==> config.mk <==
export PLATFORM = sky130hd
export DESIGN_NAME = serial_magnitude_comparator
export DESIGN_NICKNAME = d
export VERILOG_FILES = /design/src/rtl/serial_magnitude_comparator.sv
export SDC_FILE = /design/constraint.sdc
export NUM_CORES = 1
export LEC_CHECK = 0
export BUFFER_PORTS_ARGS = -buffer_cell sky130_fd_sc_hd__buf_2
export CAP_MARGIN = 30
export CORE_ASPECT_RATIO = 1.1
export CORE_MARGIN = 2
export CORE_UTILIZATION = 58
export DETAILED_ROUTE_END_ITERATION = 8
export HOLD_SLACK_MARGIN = 0.15
export MAX_ROUTING_LAYER = met4
export PLACE_DENSITY = 0.84
export SLEW_MARGIN = 20
export SYNTH_ARGS = -nofsm -noshare
export SYNTH_HDL_FRONTEND = slang
export SYNTH_SLANG_ARGS = --single-unit
==> constraint.sdc <==
create_clock -name Clk -period 2.9 [get_ports Clk]
set_input_delay 0 -clock Clk [delete_from_list [all_inputs] [get_ports Clk]]
set_output_delay 0 -clock Clk [all_outputs]
set_load 0.05 [all_outputs]
==> src/rtl/serial_magnitude_comparator.sv <==
// Digit-serial magnitude comparator. It compares two WIDTH-bit operands
// DIGIT bits per clock, starting with the MSB digit, and stops at the first
// digit that differs. Signed mode is handled by inverting the operand sign
// bits when the operands are captured. After that, every digit compare is
// unsigned.
module serial_magnitude_comparator #(
  parameter int WIDTH     = 16,
  parameter int DIGIT     = 4,
  parameter int SIGNED_EN = 1
) (
  input  logic             Clk,
  input  logic             Rst_n,
  input  logic             Start,
  input  logic             Signed,
  input  logic [WIDTH-1:0] DataIn0,
  input  logic [WIDTH-1:0] DataIn1,
  output logic             Busy,
  output logic             Done,
  output logic             GT_Out,
  output logic             LT_Out,
  output logic             EQ_Out
);

  localparam int NSTEP  = WIDTH / DIGIT;
  localparam int STEP_W = (NSTEP > 1) ? $clog2(NSTEP) : 1;
  localparam logic [STEP_W-1:0] LAST_STEP = STEP_W'(NSTEP - 1);
  localparam logic [WIDTH-1:0]  MSB_MASK  = WIDTH'(1) << (WIDTH - 1);

  typedef enum logic [1:0] {
    IDLE = 2'd0,
    RUN  = 2'd1,
    DONE = 2'd2
  } state_t;

  state_t            state_q, state_d;
  logic [WIDTH-1:0]  a_q, a_d;
  logic [WIDTH-1:0]  b_q, b_d;
  logic [STEP_W-1:0] step_q, step_d;
  logic              gt_q, gt_d;
  logic              lt_q, lt_d;
  logic              eq_q, eq_d;

  logic              signed_mode;
  logic [WIDTH-1:0]  sign_flip;
  logic [DIGIT-1:0]  a_dig;
  logic [DIGIT-1:0]  b_dig;

  // Inverting the sign bit maps two's-complement order onto unsigned order.
  assign signed_mode = (SIGNED_EN != 0) && Signed;
  assign sign_flip   = signed_mode ? MSB_MASK : '0;

  // The operands shift left after each equal digit. This keeps the digit
  // under test in the top DIGIT bits.
  assign a_dig = a_q[WIDTH-1 -: DIGIT];
  assign b_dig = b_q[WIDTH-1 -: DIGIT];

  assign Busy   = (state_q == RUN);
  assign Done   = (state_q == DONE);
  assign GT_Out = gt_q;
  assign LT_Out = lt_q;
  assign EQ_Out = eq_q;

  // Next-state, operand shifting and result flag logic.
  always_comb begin
    state_d = state_q;
    a_d     = a_q;
    b_d     = b_q;
    step_d  = step_q;
    gt_d    = gt_q;
    lt_d    = lt_q;
    eq_d    = eq_q;
    case (state_q)
      IDLE, DONE: begin
        if (Start) begin
          // A Start in the DONE cycle is accepted as well, so compares can
          // run back to back.
          a_d     = DataIn0 ^ sign_flip;
          b_d     = DataIn1 ^ sign_flip;
          step_d  = '0;
          gt_d    = 1'b0;
          lt_d    = 1'b0;
          eq_d    = 1'b0;
          state_d = RUN;
        end else if (state_q == DONE) begin
          state_d = IDLE;
        end
      end
      RUN: begin
        if (a_dig != b_dig) begin
          gt_d    = (a_dig > b_dig);
          lt_d    = (a_dig < b_dig);
          state_d = DONE;
        end else if (step_q == LAST_STEP) begin
          eq_d    = 1'b1;
          state_d = DONE;
        end else begin
          a_d    = a_q << DIGIT;
          b_d    = b_q << DIGIT;
          step_d = step_q + 1'b1;
        end
      end
      default: state_d = IDLE;
    endcase
  end

  // State register.
  always_ff @(posedge Clk or negedge Rst_n) begin
    if (!Rst_n) begin
      state_q <= IDLE;
    end else begin
      state_q <= state_d;
    end
  end

  // Operand, step and result flag registers.
  always_ff @(posedge Clk or negedge Rst_n) begin
    if (!Rst_n) begin
      a_q    <= '0;
      b_q    <= '0;
      step_q <= '0;
      gt_q   <= 1'b0;
      lt_q   <= 1'b0;
      eq_q   <= 1'b0;
    end else begin
      a_q    <= a_d;
      b_q    <= b_d;
      step_q <= step_d;
      gt_q   <= gt_d;
      lt_q   <= lt_d;
      eq_q   <= eq_d;
    end
  end

endmodule

==> impl_metrics.py, run 1 <==
metrics = {
    "clock_tree": {
        "clockBufferDepth": 2,
        "cts_buffers": 5,
        "clk_pin_slew_ps": 120,
        "cts_tree": "built",
        "cts_setup_buffers": 0,
        "ctsResizeCount": 0,
        "holdBufCountCts": 35,
        "clock_sinks": 39,
        "insertion_delay_ps": 350,
        "clockRootBuffer": "clkbuf_4",
        "htreeDepth": 2,
    },
    "critical_path": {
        "cp_cell_sequence": "ha_1 -> and4_4 -> nand3_4 -> buf_4 -> o22ai_2 -> a21oi_2",
        "crit_type": "reg -> reg",
        "start_kind": "flop",
        "end_kind": "flop",
        "slowest_delay_ps": 460,
        "cp.arrival_ps": 2460,
        "reg2regPathDepth": 6,
        "regToRegSetupSlack_ps": 670,
        "worst_path_max_delay_cell": "nand3_4",
        "cp.required_ps": 3130,
        "crit_fanout": 45,
    },
    "cells_and_area": {
        "final_area_um2": 2629,
        "area_growth_pct": 33.40,
        "fin_nets": 297,
        "drive_gt1_frac": 0.3502,
        "stdcell_count": 293,
        "fin_util": 0.7958,
        "n_antenna_cell": 0,
    },
    "placement": {
        "portBuffers": 40,
        "dp_cells": 248,
        "dp.final_hpwl_um": 2328,
        "place_congestion": 0.7762,
        "placed_area_um2": 2147,
        "pre_cts_slack_ps": 705.4,
    },
    "floorplan": {
        "die_area_um2": 3880,
        "ioPinCount": 41,
        "die_h_um": 65.14,
        "die_w_um": 59.58,
        "core_um2": 3303,
        "rows": 22,
        "initial_core_util": 0.5966,
    },
    "route": {
        "drc": 0,
        "antenna_left": 0,
        "wl_per_cell_um": 14.81,
        "drt-total-wl_um": 4339,
        "initialDrtViolationCount": 86,
        "dr.pass1.iters": 4,
        "vias": 1629,
        "vias_per_cell": 5.560,
    },
    "grt": {
        "grtUsageTotal": 0.2642,
        "antenna_found_initial": 0,
        "overflow": 0,
        "grt_first_pass_wirelength_um": 7314,
        "grt_max_degree": 46,
        "grt_pass1_vias": 1623,
    },
    "worst_hold_path": {
        "hold_class": "in -> reg",
        "worstHoldPathCells": 5,
    },
    "logic_synthesis": {
        "synth_nets": 224,
        "synth_edf_count": 0,
        "synth_warnings": 0,
        "synth.avg_cell_area_um2": 10.77,
        "netlist_area_um2": 1971,
        "synth-async-reset-ratio": 1.000,
        "seq_area_frac_synth": 0.4952,
        "synth_ff_type": "dfrtp_1",
        "synth_seq_cells": 39,
        "synth_cells": 183,
        "synth.distinct_cells": 28,
    },
    "timing": {
        "finalClockSkew_ps": 15.77,
        "rsz0062_at_grt": "false",
        "timing.final.ws_setup_ps": 671.4,
        "max_freq_mhz": 448.7,
        "tns_ps": 0,
        "finalCritPeriodShare": 0.7685,
        "timing.hold.ws_ps": 300.5,
        "hold_viol_final": 0,
        "finalCriticalPeriod_ps": 2229,
        "slew_headroom": 0.5682,
        "worst_pin_slew_ps": 647.8,
        "slew_violations": 0,
        "setup_viol": 0,
    },
    "power": {
        "total_power_mw": 2.236,
        "power_density_nw_per_um2": 850.7,
        "p_seq_frac": 0.416,
        "peakVddDrop_mv": 0.7122,
        "combPwrFrac": 0.383,
        "power.internal_mw": 1.406,
        "p_sw_mw": 0.8303,
        "p_leak_nw": 1.201,
        "swShare": 0.3713,
        "pwr-share-clk": 0.201,
    },
    "status": {
        "status": "complete, no violations",
    },
    "run": {
        "max_cap_violations": 0,
    },
}
[cells by family after synthesis]
kind of cell,Yosys count,share of synthesized area
simple gates,58,0.1397
xor+xnor,2,0.008891
compound gates,57,0.2584
fa+ha+maj,5,0.03175
buf+inv,22,0.06603
flops,39,0.4952
[cell usage after synthesis (all sizes together), types with 2 or more instances]
master	n	area (µm²)
ha	5	62.56
o22ai	24	294.0
o21ai	4	20.01
a31oi	4	25.02
inv	7	26.28
buf	14	100.1
nor2b	3	26.27
nand3	12	72.57
xor2	2	17.52
a21oi	22	143.9
nand2	19	71.32
dfrtp	39	975.9
nor2	20	75.07
[worst max-delay path: cells and delay by family (launching register included)]
kind	cells	cell delay, ps
and+or+nand+nor	2	720
DFF	1	430
buffers and inverters	1	400
adders and majority gates	1	360
AOI/OAI and AO/OA	2	200
[routing by layer]
metal  up-vias  global-route usage  wire (µm)
li1        790                   -          -
met1       765              0.3307       1799
met2        58              0.4025       2205
met3        16             0.07087        187
met4         0              0.1167        147
met5         -                   -          0
[sequential cells by signal, indices dropped and copies added, names as in the netlist]
register	count
step_q	2
b_q	16
EQ_Out	1
GT_Out	1
state_q	2
LT_Out	1
a_q	16
[power groups by stage]
| stage | clock network [mW] | registers [mW] | logic (mW) |
|---|---|---|---|
| after floorplan | 0 | 0.935 | 0.635 |
| after global placement | 0 | 0.916 | 0.771 |
| after detailed placement | 0 | 0.929 | 0.799 |
| after CTS | 0.453 | 0.920 | 0.841 |
| after global routing | 0.481 | 0.955 | 0.963 |
| final | 0.450 | 0.930 | 0.856 |
[final timing paths]
kind | startpoint | to
worst max-delay path | a_q[13] | a_q[6]
worst min register to register | LT_Out | LT_Out
worst min-delay path | Start | b_q[3]
min in group asynchronous | Rst_n | LT_Out
worst max register to register | a_q[13] | a_q[6]
max in group asynchronous | Rst_n | a_q[1]
[final cells by class]
cell class                 instances  area [µm²]
tap                               36       45.04
fill                             198       674.4
clock buffer                       6       41.29
multi-input combinational        122       869.6
sequential                        39       975.9
clock inverter                     2       60.06
timing repair buffer              81       610.6
inverter                           7       26.28
[placed cells by master, fill, tap and decap left out]
cell type and instances:
a21boi_0 1, a21oi_1 13, a21oi_2 9, a31o_2 1
a31oi_1 4, a32o_1 1, and3_1 1, and4_4 1
buf_12 1, buf_2 40, buf_4 4, bufinv_16 2
clkbuf_1 1, clkbuf_4 5, dfrtp_1 39, dlygate4sd3_1 36
ha_1 5, inv_1 7, nand2_1 19, nand2b_2 1
nand3_1 11, nand3_4 1, nand4_1 1, nor2_1 20
nor2b_1 1, nor2b_2 1, nor2b_4 1, o21ai_0 3
o21ai_1 1, o22ai_1 1, o22ai_2 23, xor2_1 2
(Power assumes the default switching activity.)
==> run 2: changes to the inputs <==
--- a/config.mk
+++ b/config.mk
@@ -5,15 +5,16 @@
 export SDC_FILE = /design/constraint.sdc
 export NUM_CORES = 1
 export LEC_CHECK = 0
+export ABC_AREA = 1
 export BUFFER_PORTS_ARGS = -buffer_cell sky130_fd_sc_hd__buf_2
 export CAP_MARGIN = 30
 export CORE_ASPECT_RATIO = 1.1
 export CORE_MARGIN = 2
-export CORE_UTILIZATION = 58
+export CORE_UTILIZATION = 54
 export DETAILED_ROUTE_END_ITERATION = 8
 export HOLD_SLACK_MARGIN = 0.15
 export MAX_ROUTING_LAYER = met4
-export PLACE_DENSITY = 0.84
+export PLACE_DENSITY = 0.79
 export SLEW_MARGIN = 20
 export SYNTH_ARGS = -nofsm -noshare
 export SYNTH_HDL_FRONTEND = slang
==> constraint.sdc (replaced) <==
create_clock -name Clk -period 2.3 [get_ports Clk]
set_input_delay 0 -clock Clk [delete_from_list [all_inputs] [get_ports Clk]]
set_output_delay 0 -clock Clk [all_outputs]
set_load 0.05 [all_outputs]
==> run 2 against run 1 <==
  * Global-route usage up 0.94 points
  * Largest power group is now combinational cells
  * Critical endpoint is now b_q[1]
  * Sequential share of layout area decreased by 1.4 points
  * Highest routed layer unchanged
  * Routed wire length up 17%
  * Fmax increased by 27%
  * Final cell count up 38%
  * Register-to-register slack got worse by 130 ps
  * Via count up 25%
==> impl_metrics.py, run 2 <==
metrics = {
    "status": {
        "status": "complete, no violations",
    },
    "floorplan": {
        "ioPinCount": 41,
        "die_w_um": 62.33,
        "rows": 23,
        "initial_core_util": 0.5573,
        "die_h_um": 68.16,
        "die_area_um2": 4248,
        "core_um2": 3626,
    },
    "timing": {
        "worst_pin_slew_ps": 509.1,
        "rsz0062_at_grt": "false",
        "finalClockSkew_ps": 4.960,
        "finalCriticalPeriod_ps": 1760,
        "hold_viol_final": 0,
        "slew_violations": 0,
        "slew_headroom": 0.6601,
        "setup_viol": 0,
        "max_freq_mhz": 568.2,
        "finalCritPeriodShare": 0.7652,
        "tns_ps": 0,
        "timing.hold.ws_ps": 136.9,
    },
    "logic_synthesis": {
        "ys_top_cells_by_area": "dfrtp_1 (48%), nand2_1 (26%), nand3_1 (11%)",
        "synthTopCellsByCount": "nand2_1 (142), nand3_1 (43), dfrtp_1 (39)",
        "synth_seq_cells": 39,
        "synth_ff_type": "dfrtp_1",
        "synth_warnings": 0,
        "synth_top_family_by_area": "simple AND/OR/NAND/NOR gates",
        "synth-async-reset-ratio": 1.000,
        "synth_cells": 275,
        "synth_top_area_frac": 0.4830,
        "synthXorXnorAreaFrac": 0,
        "synth_edf_count": 0,
        "synth-simple-area-share": 0.4087,
        "yosysTopAreaCell": "dfrtp_1",
        "synth_most_common_cell": "nand2_1",
        "synth_nets": 316,
        "synth.distinct_cells": 16,
        "netlist_area_um2": 2021,
        "synth_mux_area_frac": 0,
        "synth_compound_area_frac": 0.01486,
        "synthAdderAreaFrac": 0.03096,
        "seq_area_frac_synth": 0.4830,
        "synth.avg_cell_area_um2": 7.348,
    },
    "route": {
        "wl_per_cell_um": 12.58,
        "antenna_left": 0,
        "vias_per_cell": 5.035,
        "drc": 0,
        "drt-total-wl_um": 5069,
        "dr.pass1.iters": 5,
        "initialDrtViolationCount": 108,
        "vias": 2029,
    },
    "cells_and_area": {
        "fin_util": 0.7543,
        "n_antenna_cell": 0,
        "drive_gt1_frac": 0.1586,
        "fin_nets": 395,
        "seqCellArea_um2": 975.9,
        "area_growth_pct": 35.36,
        "stdcell_count": 403,
        "most-common-layout-cells": "nand2_1 (142), nand3_1 (43), dlygate4sd3_1 (41), buf_2 (40), dfrtp_1 (39)",
        "multi_input_area_um2": 918.4,
        "largest_registers": "a_q x16, b_q x16",
        "final_common_cell": "nand2_1",
        "nFillCells": 275,
    },
    "placement": {
        "portBuffers": 40,
        "place_congestion": 0.7623,
        "dp.final_hpwl_um": 2765,
        "dp_cells": 355,
    },
    "clock_tree": {
        "cts_buffers": 5,
        "insertion_delay_ps": 280,
        "clock_sinks": 39,
        "cts_tree": "built",
        "ctsResizeCount": 0,
        "clk_pin_slew_ps": 70,
        "clockRootBuffer": "clkbuf_8",
        "clockBufferDepth": 2,
        "htreeDepth": 2,
    },
    "grt": {
        "overflow": 0,
        "grt_max_degree": 40,
        "grt_pass1_vias": 1966,
        "grt_first_pass_wirelength_um": 8687,
        "grtUsageTotal": 0.2736,
        "antenna_found_initial": 0,
    },
    "worst_hold_path": {
        "hold_class": "in -> async",
    },
    "critical_path": {
        "cp.required_ps": 2530,
        "r2r_start": "state_q[0]",
        "crit_type": "reg -> reg",
        "regToRegSetupSlack_ps": 540,
        "crit_fanout": 36,
        "start_kind": "flop",
        "end_kind": "flop",
        "cp.arrival_ps": 1990,
        "r2r-end": "b_q[1]",
        "reg2regPathDepth": 5,
    },
    "power": {
        "total_power_mw": 2.866,
        "p_leak_nw": 1.517,
        "power_density_nw_per_um2": 1048,
        "peakVddDrop_mv": 0.6296,
    },
    "run": {
        "max_cap_violations": 0,
    },
}
[run 2: changes by cell type after synthesis, sizes merged, moves of 3 or more]
cell / delta
o22ai: -24
a21oi: -19
nand2: +125
a31oi: -4
nor2b: -3
buf: -4
inv: +7
nand3: +32
nor2: -10
[run 2: metrics by stage]
stage | setup slack [ps] | area [µm²]
6_report | 540.1 | 2735
5_1_grt | 446.3 | 2735
2_1_floorplan | 840.1 | 2021
3_3_place_gp | 673.9 | 2232
3_5_place_dp | 641.7 | 2232
4_1_cts | 589.9 | 2715
[run 2: worst max path at each step]
stage	startpoint	to	slack (ps)	cells after the start
final	state_q[0]	b_q[1]	540	5
after global placement	state_q[0]	GT_Out	670	5
after CTS	state_q[0]	b_q[1]	590	5
after global routing	state_q[0]	b_q[1]	450	5
after detailed placement	a_q[15]	a_q[14]	640	7
after floorplan	a_q[15]	b_q[8]	840	7
[run 2: report_power, final]
part | switching, mW | leakage, nW | internal, mW
Sequential | 0.169 | 0.493 | 0.990
Clock | 0.224 | 0.0371 | 0.202
Combinational | 0.821 | 0.986 | 0.461
[run 2: area by class of cell]
type | count | area share
sequential | 39 | 0.3568
inverter | 14 | 0.01921
tap | 50 | 0.02287
multi-input combinational | 209 | 0.3358
clock buffer | 6 | 0.02653
timing repair buffer | 85 | 0.2388
[run 2: per-layer routing]
layer | share of wire | wire, µm | track usage | vias to the layer above
met3 | 0.045 | 228 | 0.04934 | 6
met1 | 0.43 | 2171 | 0.3209 | 945
met2 | 0.51 | 2598 | 0.4742 | 61
met5 | 0 | 0 | - | -
met4 | 0.014 | 70 | 0.1194 | 0
li1 | - | - | - | 1017
[run 2: cells by family (layout without fill, tap and decap cells)]
| kind of cell | Yosys count | count (layout) |
|---|---|---|
| AOI/OAI and AO/OA | 6 | 6 |
| adders and majority gates | 5 | 5 |
| buffers and inverters | 27 | 105 |
| DFF | 39 | 39 |
| and+or+nand+nor | 198 | 198 |
[run 2: worst max-delay path: stages (launching register included)]
cell	delay, ps
dfrtp_1	420
nand2_2	90
buf_4	350
nand3_1	170
dlygate4sd3_1	600
nand2_1	70
[run 2: what timing repair did]
item                      CTS  global route
hold endpoints to repair   71             0
hold buffers               41             0
buffers inserted            0             0
